## src/rtl/pll_reset_sequencer_pkg.sv

```systemverilog
// Shared state encodings and default timing constants for the PLL reset sequencer,
// so board tops and benches agree on the same values.
package pll_reset_sequencer_pkg;

  typedef enum logic [1:0] {
    PLL_RST   = 2'd0,
    WAIT_LOCK = 2'd1,
    HOLD      = 2'd2,
    RUN       = 2'd3
  } seq_state_t;

  localparam int DEF_SYNC_STAGES    = 2;
  localparam int DEF_PLL_RST_CYCLES = 16;
  localparam int DEF_LOCK_STABLE    = 1024;
  localparam int DEF_LOCK_TIMEOUT   = 1048576;
  localparam int DEF_RST_HOLD       = 256;
  localparam int DEF_CW             = 21;

  // Event counters stick at full scale instead of wrapping.
  function automatic logic [7:0] sat_inc8(input logic [7:0] v);
    return (v == 8'hFF) ? v : v + 8'd1;
  endfunction

endpackage

```

## src/rtl/pll_reset_sequencer_sync_bit.sv

```systemverilog
// Multi-flop synchronizer for a single asynchronous level (PLL lock).
// Data flops carry no reset so the chain stays a plain shift register.
module sync_bit #(
  parameter int STAGES = 2
) (
  input  logic clk,
  input  logic d,
  output logic q
);

  (* ASYNC_REG = "TRUE" *) logic [STAGES-1:0] sync_reg;

  always_ff @(posedge clk) begin
    sync_reg <= {sync_reg[STAGES-2:0], d};
  end

  assign q = sync_reg[STAGES-1];

endmodule

```

## src/rtl/pll_reset_sequencer.sv

```systemverilog
// Drives the PLL reset, waits for a stable lock, then releases the downstream reset.
// Re-sequences on lock loss, lock timeout or a software request.
module pll_reset_sequencer
  import pll_reset_sequencer_pkg::*;
#(
  parameter int SYNC_STAGES    = DEF_SYNC_STAGES,
  parameter int PLL_RST_CYCLES = DEF_PLL_RST_CYCLES,
  parameter int LOCK_STABLE    = DEF_LOCK_STABLE,
  parameter int LOCK_TIMEOUT   = DEF_LOCK_TIMEOUT,
  parameter int RST_HOLD       = DEF_RST_HOLD,
  parameter int CW             = DEF_CW
) (
  input  logic       clk,
  input  logic       rst,
  input  logic       pll_lock,
  input  logic       force_reset,
  output logic       pll_rst,
  output logic       sys_rst,
  output logic       ready,
  output logic [1:0] state,
  output logic [7:0] retry_cnt,
  output logic [7:0] lock_lost_cnt
);

  seq_state_t    state_reg, state_next;
  logic [CW-1:0] cnt_reg, tcnt_reg, scnt_reg;
  logic          lk, retry_hit, lost_hit;

  sync_bit #(.STAGES(SYNC_STAGES)) u_lock_sync (
    .clk (clk),
    .d   (pll_lock),
    .q   (lk)
  );

  // A lock drop outranks force_reset so a simultaneous pair is counted once.
  always_comb begin
    state_next = state_reg;
    retry_hit  = 1'b0;
    lost_hit   = 1'b0;
    case (state_reg)
      PLL_RST: begin
        if (cnt_reg == CW'(PLL_RST_CYCLES - 1)) state_next = WAIT_LOCK;
      end
      WAIT_LOCK: begin
        if (force_reset) begin
          state_next = PLL_RST;
        end else if (lk && scnt_reg == CW'(LOCK_STABLE - 1)) begin
          state_next = HOLD;
        end else if (tcnt_reg == CW'(LOCK_TIMEOUT - 1)) begin
          state_next = PLL_RST;
          retry_hit  = 1'b1;
        end
      end
      HOLD: begin
        if (!lk) begin
          state_next = PLL_RST;
          lost_hit   = 1'b1;
        end else if (force_reset) begin
          state_next = PLL_RST;
        end else if (cnt_reg == CW'(RST_HOLD - 1)) begin
          state_next = RUN;
        end
      end
      RUN: begin
        if (!lk) begin
          state_next = PLL_RST;
          lost_hit   = 1'b1;
        end else if (force_reset) begin
          state_next = PLL_RST;
        end
      end
      default: state_next = PLL_RST;
    endcase
  end

  always_ff @(posedge clk) begin
    if (rst) begin
      state_reg     <= PLL_RST;
      cnt_reg       <= '0;
      tcnt_reg      <= '0;
      scnt_reg      <= '0;
      pll_rst       <= 1'b1;
      sys_rst       <= 1'b1;
      ready         <= 1'b0;
      retry_cnt     <= 8'd0;
      lock_lost_cnt <= 8'd0;
    end else begin
      state_reg <= state_next;
      if (state_next != state_reg) begin
        cnt_reg  <= '0;
        tcnt_reg <= '0;
        scnt_reg <= '0;
      end else begin
        if (state_reg == PLL_RST || state_reg == HOLD) cnt_reg <= cnt_reg + CW'(1);
        if (state_reg == WAIT_LOCK) begin
          tcnt_reg <= tcnt_reg + CW'(1);
          scnt_reg <= lk ? scnt_reg + CW'(1) : '0;
        end
      end
      pll_rst <= (state_next == PLL_RST);
      sys_rst <= (state_next != RUN);
      ready   <= (state_next == RUN);
      if (retry_hit) retry_cnt <= sat_inc8(retry_cnt);
      if (lost_hit)  lock_lost_cnt <= sat_inc8(lock_lost_cnt);
    end
  end

  assign state = state_reg;

endmodule

```

## config.mk

```make
export PLATFORM = sky130hd
export DESIGN_NAME = pll_reset_sequencer
export DESIGN_NICKNAME = d
export VERILOG_FILES = /design/src/rtl/pll_reset_sequencer_pkg.sv /design/src/rtl/pll_reset_sequencer_sync_bit.sv /design/src/rtl/pll_reset_sequencer.sv
export SDC_FILE = /design/constraint.sdc
export NUM_CORES = 1
export LEC_CHECK = 0
export CAP_MARGIN = 25
export CORE_ASPECT_RATIO = 1.4
export CORE_MARGIN = 2
export CORE_UTILIZATION = 45
export CTS_BUF_LIST = sky130_fd_sc_hd__clkbuf_8
export CTS_CLUSTER_SIZE = 28
export DETAILED_ROUTE_END_ITERATION = 12
export HOLD_SLACK_MARGIN = 0.1
export PLACE_DENSITY = 0.65
export SLEW_MARGIN = 10
export SYNTH_ARGS = -nofsm -noshare
export SYNTH_HDL_FRONTEND = slang
export SYNTH_SLANG_ARGS = --single-unit
```

## constraint.sdc

```tcl
create_clock -name clk -period 5.7 [get_ports clk]
set_input_delay 1.14 -clock clk [delete_from_list [all_inputs] [get_ports clk]]
set_output_delay 1.14 -clock clk [all_outputs]
set_load 0.01 [all_outputs]
```

==> results of run 1 <==
worst paths after layout:
check / startpoint / endpoint / slack, ns / cells after the start
worst max register to register: state[0]$_SDFF_PP0_ / scnt_reg[8]$_SDFFE_PP0P_ / 3.00 / 4
worst min register to register: u_lock_sync.sync_reg[0]$_DFF_P_ / u_lock_sync.sync_reg[1]$_DFF_P_ / 0.33 / 0
worst min-delay path: u_lock_sync.sync_reg[0]$_DFF_P_ / u_lock_sync.sync_reg[1]$_DFF_P_ / 0.33 / 0
worst max-delay path: rst / scnt_reg[8]$_SDFFE_PP0P_ / 2.62 / 4
synthesized netlist by cell type (2+ instances only):
cell,count,area share [%]
dfxtp_1,86,42
nor2_1,66,6.1
xor2_1,52,11
nand2_1,39,3.6
nand3_1,26,3.2
nand4_1,21,3.2
nor3_2,21,5.2
xnor2_1,19,4.1
and3_1,17,2.6
buf_6,8,2.2
nor3_1,8,0.98
a21oi_1,6,0.74
inv_1,6,0.55
nor4_1,6,0.92
or3_1,6,0.92
buf_2,5,0.61
ha_1,5,1.5
o21ai_0,5,0.61
and4_1,4,0.86
clkbuf_1,4,0.37
and2_1,3,0.46
nor2b_1,3,0.46
nand3b_1,2,0.37
nor4_2,2,0.61
nor4b_1,2,0.43
logic make-up (layout without fill, tap and decap cells):
family | count (synthesis) | after routing | share of synthesized area [%]
and+or+nand+nor | 234 | 234 | 31.8
muxes | 1 | 1 | 0.245
DFF | 86 | 86 | 42.2
adders and majority gates | 5 | 5 | 1.53
buffers and inverters | 25 | 48 | 4.02
AOI/OAI and AO/OA | 27 | 27 | 4.97
xor gates and xnor gates | 71 | 71 | 15.2
report_power, final:
| part | internal [mW] | total [mW] | switching, mW |
|---|---|---|---|
| Sequential | 0.603 | 0.606 | 0.00283 |
| Combinational | 0.00840 | 0.0249 | 0.0165 |
| Clock | 0.207 | 0.436 | 0.229 |
layer usage:
metal | part of all wire, % | up-vias | GRT usage [%]
met1 | 43 | 1470 | 19.3
met4 | 2.5 | 0 | 7.94
met3 | 3.8 | 16 | 4.31
met5 | 0 | - | 0
li1 | - | 1586 | -
met2 | 50 | 50 | 29.4
stage by stage:
| step | instance area [µm²] | total power [mW] | worst slack (ns) |
|---|---|---|---|
| 2_1_floorplan | 4080 | 0.642 | 3.22 |
| 3_3_place_gp | 4320 | 0.645 | 2.06 |
| 3_5_place_dp | 4320 | 0.645 | 1.99 |
| 4_1_cts | 4520 | 1.08 | 2.35 |
| 5_1_grt | 4540 | 1.11 | 2.50 |
| 6_report | 4540 | 1.07 | 2.62 |
area by class of cell:
| class | count | area [µm²] |
|---|---|---|
| Inverter | 7 | 26.3 |
| Clock inverter | 7 | 80.1 |
| Fill cell | 866 | 4390 |
| Multi-Input combinational cell | 338 | 2190 |
| Sequential cell | 86 | 1720 |
| Clock buffer | 9 | 124 |
| Tap cell | 107 | 134 |
| Timing Repair Buffer | 25 | 255 |
worst max-delay path: stages:
cell	delay [ns]
clkdlybuf4s50_1	0.97
a221o_1	0.30
a21o_1	0.78
nor3_2	0.08
==> results.toml, run 1 <==
[outcome]
outcome = "finished clean"

[routing]
dr.pass1.iters = 4
vias = 3122
routed_via_density = 5.39
antenna_left = 0
drt_iter0_markers = 164
wirelength_um = 7740
drc_errors = 0
wl_per_cell_um = 13.4

[critical_path]
arrival_ns = 3.29
critPathLaunchType = "input pin"
cp-end-kind = "register"
worstSetupPathType = "in2reg"
cp.required_ns = 5.91
path_max_fanout = 20

[global_routing]
grt.total_usage_pct = 16.8
grt_max_degree = 42
grt_overflow_total = 0
first_global_vias = 3071
grt_pass1_wl_um = 13500
antenna_found_initial = 0

[timing]
tns_ns = 0
slew_headroom_pct = 32.5
timing.final.crit_share_pct = 54.0
setup_viol = 0
fmax_ghz = 0.325
finalHoldViolCount = 0
slew_violations = 0
tightestPinTransition_ns = 1.01
skew_ns = 0.0162
holdWs_ns = 0.332
rsz0062_at_grt = "false"
period_needed_ns = 3.08

[clocking]
clk_pin_slew_ns = 0.08
cts.path.max_buffers = 2
insertion_delay_ns = 0.37
cts_root_buffer = "clkbuf_8"
hold_buffers = 0
cts_resized = 0
cts_buffers = 9
cts_tree = "yes"
cts_setup_buffers = 0
htree_levels = 3
clock_sinks = 86

[floorplan]
initial_core_util_pct = 45.7
fp-row-count = 41
coreArea_mm2 = 0.00893
fp.dieArea_mm2 = 0.00986
io_pins = 25
die_h_um = 117
die_w_um = 84.5

[cells_and_area]
layout_common_cells = "dfxtp_1, nor2_1, xor2_1"
diodes = 0
syn2layout_area_growth_pct = 11.2
fin_cells = 579
layout_commonest_cell = "dfxtp_1"
utilization_pct = 50.8
drive_above_1_share_pct = 10.6
nets = 476

[placement]
hpwl_um = 5480
gp_congestion = 0.823
portBuffers = 24
dp.cells = 562

[logic_synthesis]
netlist_instances = 449
yosysSeqAreaShare_pct = 42.2
syn_avg_cell_area_um2 = 9.09
syn_area_mm2 = 0.00408
synth_flop_cell = "dfxtp_1"
synth_nets = 458
ys_types = 52
ys_ff_latch = 86
ys_async_sr_fraction_pct = 0
yosys_warnings = 0
synth_edf_count = 0

[power]
leakage_nw = 1.62
power.density_mw_per_mm2 = 235
max-vdd-ir-drop_mv = 0.191

[run]
maxCapViolations = 0

[worst_hold_path]
holdCritPathClass = "reg2reg"
(Power assumes the default switching activity.)
==> inputs of run 2 (changes only) <==
Settings changed: PLACE_DENSITY 0.65 to 0.68.
Clock period 5.7 ns to 2.65 ns, I/O delays scaled along.
==> run 2 against run 1 <==
Compared with the run above:
- critical path depth is 4 higher
- count of clock-buffer cells in the layout is 1 higher
- sequential power is 110% higher
- via count is 0.74% higher
- cell count is 1.4% higher
- highest routed layer unchanged
- core utilization is 1.9 points higher
- global-route usage is 0.29 points higher
- setup slack worse by 2.2 ns
- routed wire length is 1.6% higher
- cell area is 3.7% higher
- total power is 140% higher
- sequential share of layout area is 1.4 points lower
==> results.toml, run 2 (synthesized netlist as in run 1, its figures left out) <==
[outcome]
outcome = "finished clean"

[clocking]
cts_tree = "yes"
htree_levels = 3
clk_pin_slew_ns = 0.09
clock_sinks = 86
cts_setup_buffers = 0
insertion_delay_ns = 0.37
cts_root_buffer = "clkbuf_8"
cts.path.max_buffers = 2
cts_resized = 0
cts_buffers = 9
hold_buffers = 0

[cells_and_area]
nets = 484
diodes = 0
utilization_pct = 52.7
syn2layout_area_growth_pct = 15.3
n_fill_cell = 840
layout_commonest_cell = "dfxtp_1"
multi_input_area_mm2 = 0.00219
drive_above_1_share_pct = 12.1
regArea_mm2 = 0.00172
layout_common_cells = "dfxtp_1, nor2_1, xor2_1"
design_area_mm2 = 0.00470

[critical_path]
path_max_fanout = 20
r2r_slack_ns = 0.42
cp.required_ns = 2.90
cp-end-kind = "register"
timing.rr.end = "scnt_reg[2]$_SDFFE_PP0P_"
r2r-start = "cnt_reg[0]$_SDFFE_PP0P_"
reg2regPathDepth = 8
worstSetupPathType = "reg2reg"
arrival_ns = 2.49
critPathLaunchType = "register"

[timing]
period_needed_ns = 2.23
slew_headroom_pct = 58.4
timing.final.crit_share_pct = 84.2
tns_ns = 0
finalHoldViolCount = 0
tightestPinTransition_ns = 0.620
fmax_ghz = 0.448
skew_ns = 0.0118
setup_viol = 0
rsz0062_at_grt = "false"
slew_violations = 0

[routing]
drc_errors = 0
antenna_left = 0
drt_iter0_markers = 97
dr.pass1.iters = 4
routed_via_density = 5.36
wl_per_cell_um = 13.4
vias = 3145
wirelength_um = 7870

[worst_hold_path]
holdCritPathClass = "reg2reg"
holdPathEnd = "u_lock_sync.sync_reg[1]$_DFF_P_"
whs_path_depth = 0
min_from = "u_lock_sync.sync_reg[0]$_DFF_P_"

[global_routing]
antenna_found_initial = 0
grt_pass1_wl_um = 13600
grt_max_degree = 23
first_global_vias = 3076
grt.total_usage_pct = 17.1
grt_overflow_total = 0

[placement]
placed_area_mm2 = 0.00443
gp_congestion = 0.808
portBuffers = 24
hpwl_um = 5640

[power]
leakage_nw = 1.71
power.density_mw_per_mm2 = 549
max-vdd-ir-drop_mv = 0.399

[floorplan]
die_h_um = 117
fp-row-count = 41
die_w_um = 84.5
initial_core_util_pct = 45.7
coreArea_mm2 = 0.00893
io_pins = 25
fp.dieArea_mm2 = 0.00986

[run]
maxCapViolations = 0
[run 2: cell types whose count changed in the layout (fill, tap and decap cells not counted)]
cell and delta:
buf_12 +4, buf_4 +5, buf_8 -1, bufinv_16 +3, clkbuf_8 +1, clkinv_2 +1
clkinv_4 -2, clkinvlp_4 -1, inv_6 -2
[run 2: how the worst max path moves through the flow]
stage,from,end,slack [ns],cells after the start
6_report,cnt_reg[0]$_SDFFE_PP0P_,scnt_reg[2]$_SDFFE_PP0P_,0.42,8
5_1_grt,cnt_reg[0]$_SDFFE_PP0P_,scnt_reg[18]$_SDFFE_PP0P_,0.25,8
4_1_cts,cnt_reg[0]$_SDFFE_PP0P_,scnt_reg[2]$_SDFFE_PP0P_,0.42,8
3_5_place_dp,force_reset,pll_rst$_SDFF_PP1_,0.12,7
2_1_floorplan,state[1]$_SDFF_PP0_,scnt_reg[2]$_SDFFE_PP0P_,0.68,8
3_3_place_gp,force_reset,pll_rst$_SDFF_PP1_,0.18,7
[run 2: final cells by class]
cell class	count	share of cell area (%)
multi-input cells	338	46.6
well taps	107	2.85
clock inverters	6	2.82
flip-flops and latches	86	36.6
inverters	7	0.559
clock buffers	10	2.93
repair buffers	33	7.61
[run 2: report_power, final]
group,internal (mW),total (mW),switching [mW],leakage [nW]
Combinational,0.0282,0.0659,0.0377,0.885
Sequential,1.30,1.30,0.00607,0.694
Clock,0.745,1.21,0.469,0.132
Total,2.07,2.58,0.512,1.71
[run 2: worst max-delay path, cell delays in order (launching register included)]
cell and delay [ns]:
dfxtp_1 0.39, ha_1 0.18, nor2b_1 0.34, nand3_1 0.20
or3_1 0.38, o211ai_2 0.10, and3_1 0.24, buf_12 0.20
nor3_2 0.06
[run 2: through the flow]
| stage | setup WS (ns) | hold WS, ns | power [mW] | cells |
|---|---|---|---|---|
| final | 0.418 | 0.333 | 2.58 | 587 |
| after global routing | 0.248 | 0.351 | 2.66 | 587 |
| after CTS | 0.425 | 0.338 | 2.61 | 587 |
| after detailed placement | 0.118 | 0.318 | 1.40 | 571 |
| after global placement | 0.176 | 0.313 | 1.40 | 571 |
| after floorplan | 0.677 | 0.310 | 1.38 | 449 |
[run 2: layer usage]
metal | vias up | part of all wire (%) | global-route usage [%]
met5 | - | 0 | 0
met4 | 0 | 2.2 | 8.15
met3 | 12 | 2.3 | 3.82
met2 | 31 | 50 | 30.6
met1 | 1509 | 45 | 19.3
li1 | 1593 | - | -
==> inputs of run 3 (changes only) <==
Settings changed: PLACE_DENSITY 0.68 to 0.65.
Clock period 2.65 ns to 2.2 ns, I/O delays scaled along.
==> run 3 against run 2 <==
Compared with the run above:
- register-to-register slack got worse by 0.27 ns
- sequential power increased by 21%
- die area unchanged
- routed wire length increased by 1.8%
- highest routed layer unchanged
==> results.toml, run 3 (synthesized netlist as in run 1, its figures left out) <==
[routing]
wl_per_cell_um = 13.2
routed_via_density = 5.30
drt_iter0_markers = 68
wirelength_um = 8020
antenna_left = 0
drc_errors = 0
dr.pass1.iters = 4
vias = 3204

[floorplan]
initial_core_util_pct = 45.7
coreArea_mm2 = 0.00893
io_pins = 25
die_w_um = 84.5
fp.dieArea_mm2 = 0.00986
die_h_um = 117
fp-row-count = 41

[timing]
setup_viol = 0
finalHoldViolCount = 0
slew_headroom_pct = 59.4
fmax_ghz = 0.477
holdWs_ns = 0.342
slew_violations = 0
period_needed_ns = 2.10
skew_ns = 0.00959
fin_ws_ns = 0.104
tns_ns = 0
tightestPinTransition_ns = 0.605
timing.final.crit_share_pct = 95.3
rsz0062_at_grt = "true"

[critical_path]
cp_slowest_stage_delay_ns = 0.46
worstSetupPathType = "in2reg"
r2r_slack_ns = 0.15
cp.required_ns = 2.49
critPathTopFamily = "simple AND/OR/NAND/NOR gates"
cp-end-kind = "register"
r2r-start = "u_lock_sync.sync_reg[1]$_DFF_P_"
critPathLaunchType = "input pin"
critPathLaunch = "force_reset"
arrival_ns = 2.39
cp_num_buf_inv = 2
path_cells = "clkdlybuf4s50_1, nand4b_1, nor4b_2, a31oi_1, nand3_2, and3_1, buf_12, nor3_2"
cp_slowest_cell = "clkdlybuf4s50_1"
path_max_fanout = 20

[cells_and_area]
layout_commonest_cell = "dfxtp_1"
layout_common_cells = "dfxtp_1, nor2_1, xor2_1"
fin_cells = 605
diodes = 0
syn2layout_area_growth_pct = 17.0
nets = 502
drive_above_1_share_pct = 15.9
n_fill_cell = 834

[global_routing]
grt_pass1_wl_um = 13400
grt_max_degree = 42
grt_overflow_total = 0
antenna_found_initial = 0
grt.total_usage_pct = 16.7
first_global_vias = 3051

[run]
maxCapViolations = 0

[placement]
hpwl_um = 5650
dpl_worst_slack_ns = -0.339
portBuffers = 24
gp_congestion = 0.809
dp.cells = 588

[power]
swShare_pct = 23.6
leakage_nw = 1.77
power.share.clock_pct = 41.0
switching_power_uw = 658
max-vdd-ir-drop_mv = 0.392
p_int_mw = 2.14
p_comb_share_pct = 2.9
power.density_mw_per_mm2 = 585
seqPwrFrac_pct = 56.2

[clocking]
clock_sinks = 86
cts_buffers = 9
cts_tree = "yes"
clk_pin_slew_ns = 0.09
htree_levels = 3
hold_buffers = 0
cts_root_buffer = "clkbuf_8"
insertion_delay_ns = 0.37
cts_setup_buffers = 0
cts.path.max_buffers = 2

[worst_hold_path]
holdCritPathClass = "reg2reg"
min_from = "u_lock_sync.sync_reg[0]$_DFF_P_"

[outcome]
outcome = "finished clean"
-- run 3: cell count changes in the layout (fill, tap and decap cells not counted), sizes merged --
cell      before  now
inv            7   11
a31o           2    3
buf            9   26
clkinv         1    2
clkbuf        10    9
bufinv         4    1
clkinvlp       1    0
-- run 3: path summary, 6_finish.rpt --
kind | to | depth (start not counted)
worst max register to register | scnt_reg[13]$_SDFFE_PP0P_ | 8
worst min register to register | u_lock_sync.sync_reg[1]$_DFF_P_ | 0
worst max-delay path | scnt_reg[13]$_SDFFE_PP0P_ | 8
worst min-delay path | u_lock_sync.sync_reg[1]$_DFF_P_ | 0
-- run 3: through the flow --
step | area (µm²) | power, mW | utilization [%]
after detailed placement | 4540 | 1.68 | 50.8
after CTS | 4750 | 2.82 | 53.2
final | 4770 | 2.79 | 53.5
after global routing | 4770 | 2.89 | 53.5
after global placement | 4540 | 1.68 | 50.8
after floorplan | 4080 | 1.66 | -
-- run 3: power by group through the flow --
stage	sequential, mW	clock, mW	combinational [mW]
2_1_floorplan	1.60	0	0.0588
3_3_place_gp	1.60	0	0.0768
3_5_place_dp	1.61	0	0.0770
4_1_cts	1.57	1.17	0.0774
5_1_grt	1.57	1.23	0.0884
6_report	1.57	1.14	0.0802
-- run 3: per-layer routing --
metal	track usage, %	routed length (µm)	vias up
met1	18.6	3540	1501
met2	30.5	4080	43
met4	7.09	175	0
met5	0	0	-
met3	3.96	224	15
li1	-	-	1645
-- run 3: final cells by class --
cell class              instances  area, µm²  area share, %
multi-input cells             339       2230           46.7
flip-flops and latches         86       1720           36.1
repair buffers                 50        460           9.64
well taps                     107        134           2.80
clock buffers                   9        124           2.59
clock inverters                 7       78.8           1.65
inverters                       7       26.3          0.550
-- run 3: timing repair --
action / 4_1_cts / 5_1_grt
pin swaps: 0 / 1
cloned: 0 / 1
resized for setup: 1 / 3
endpoints found under the setup margin: 20 / 41
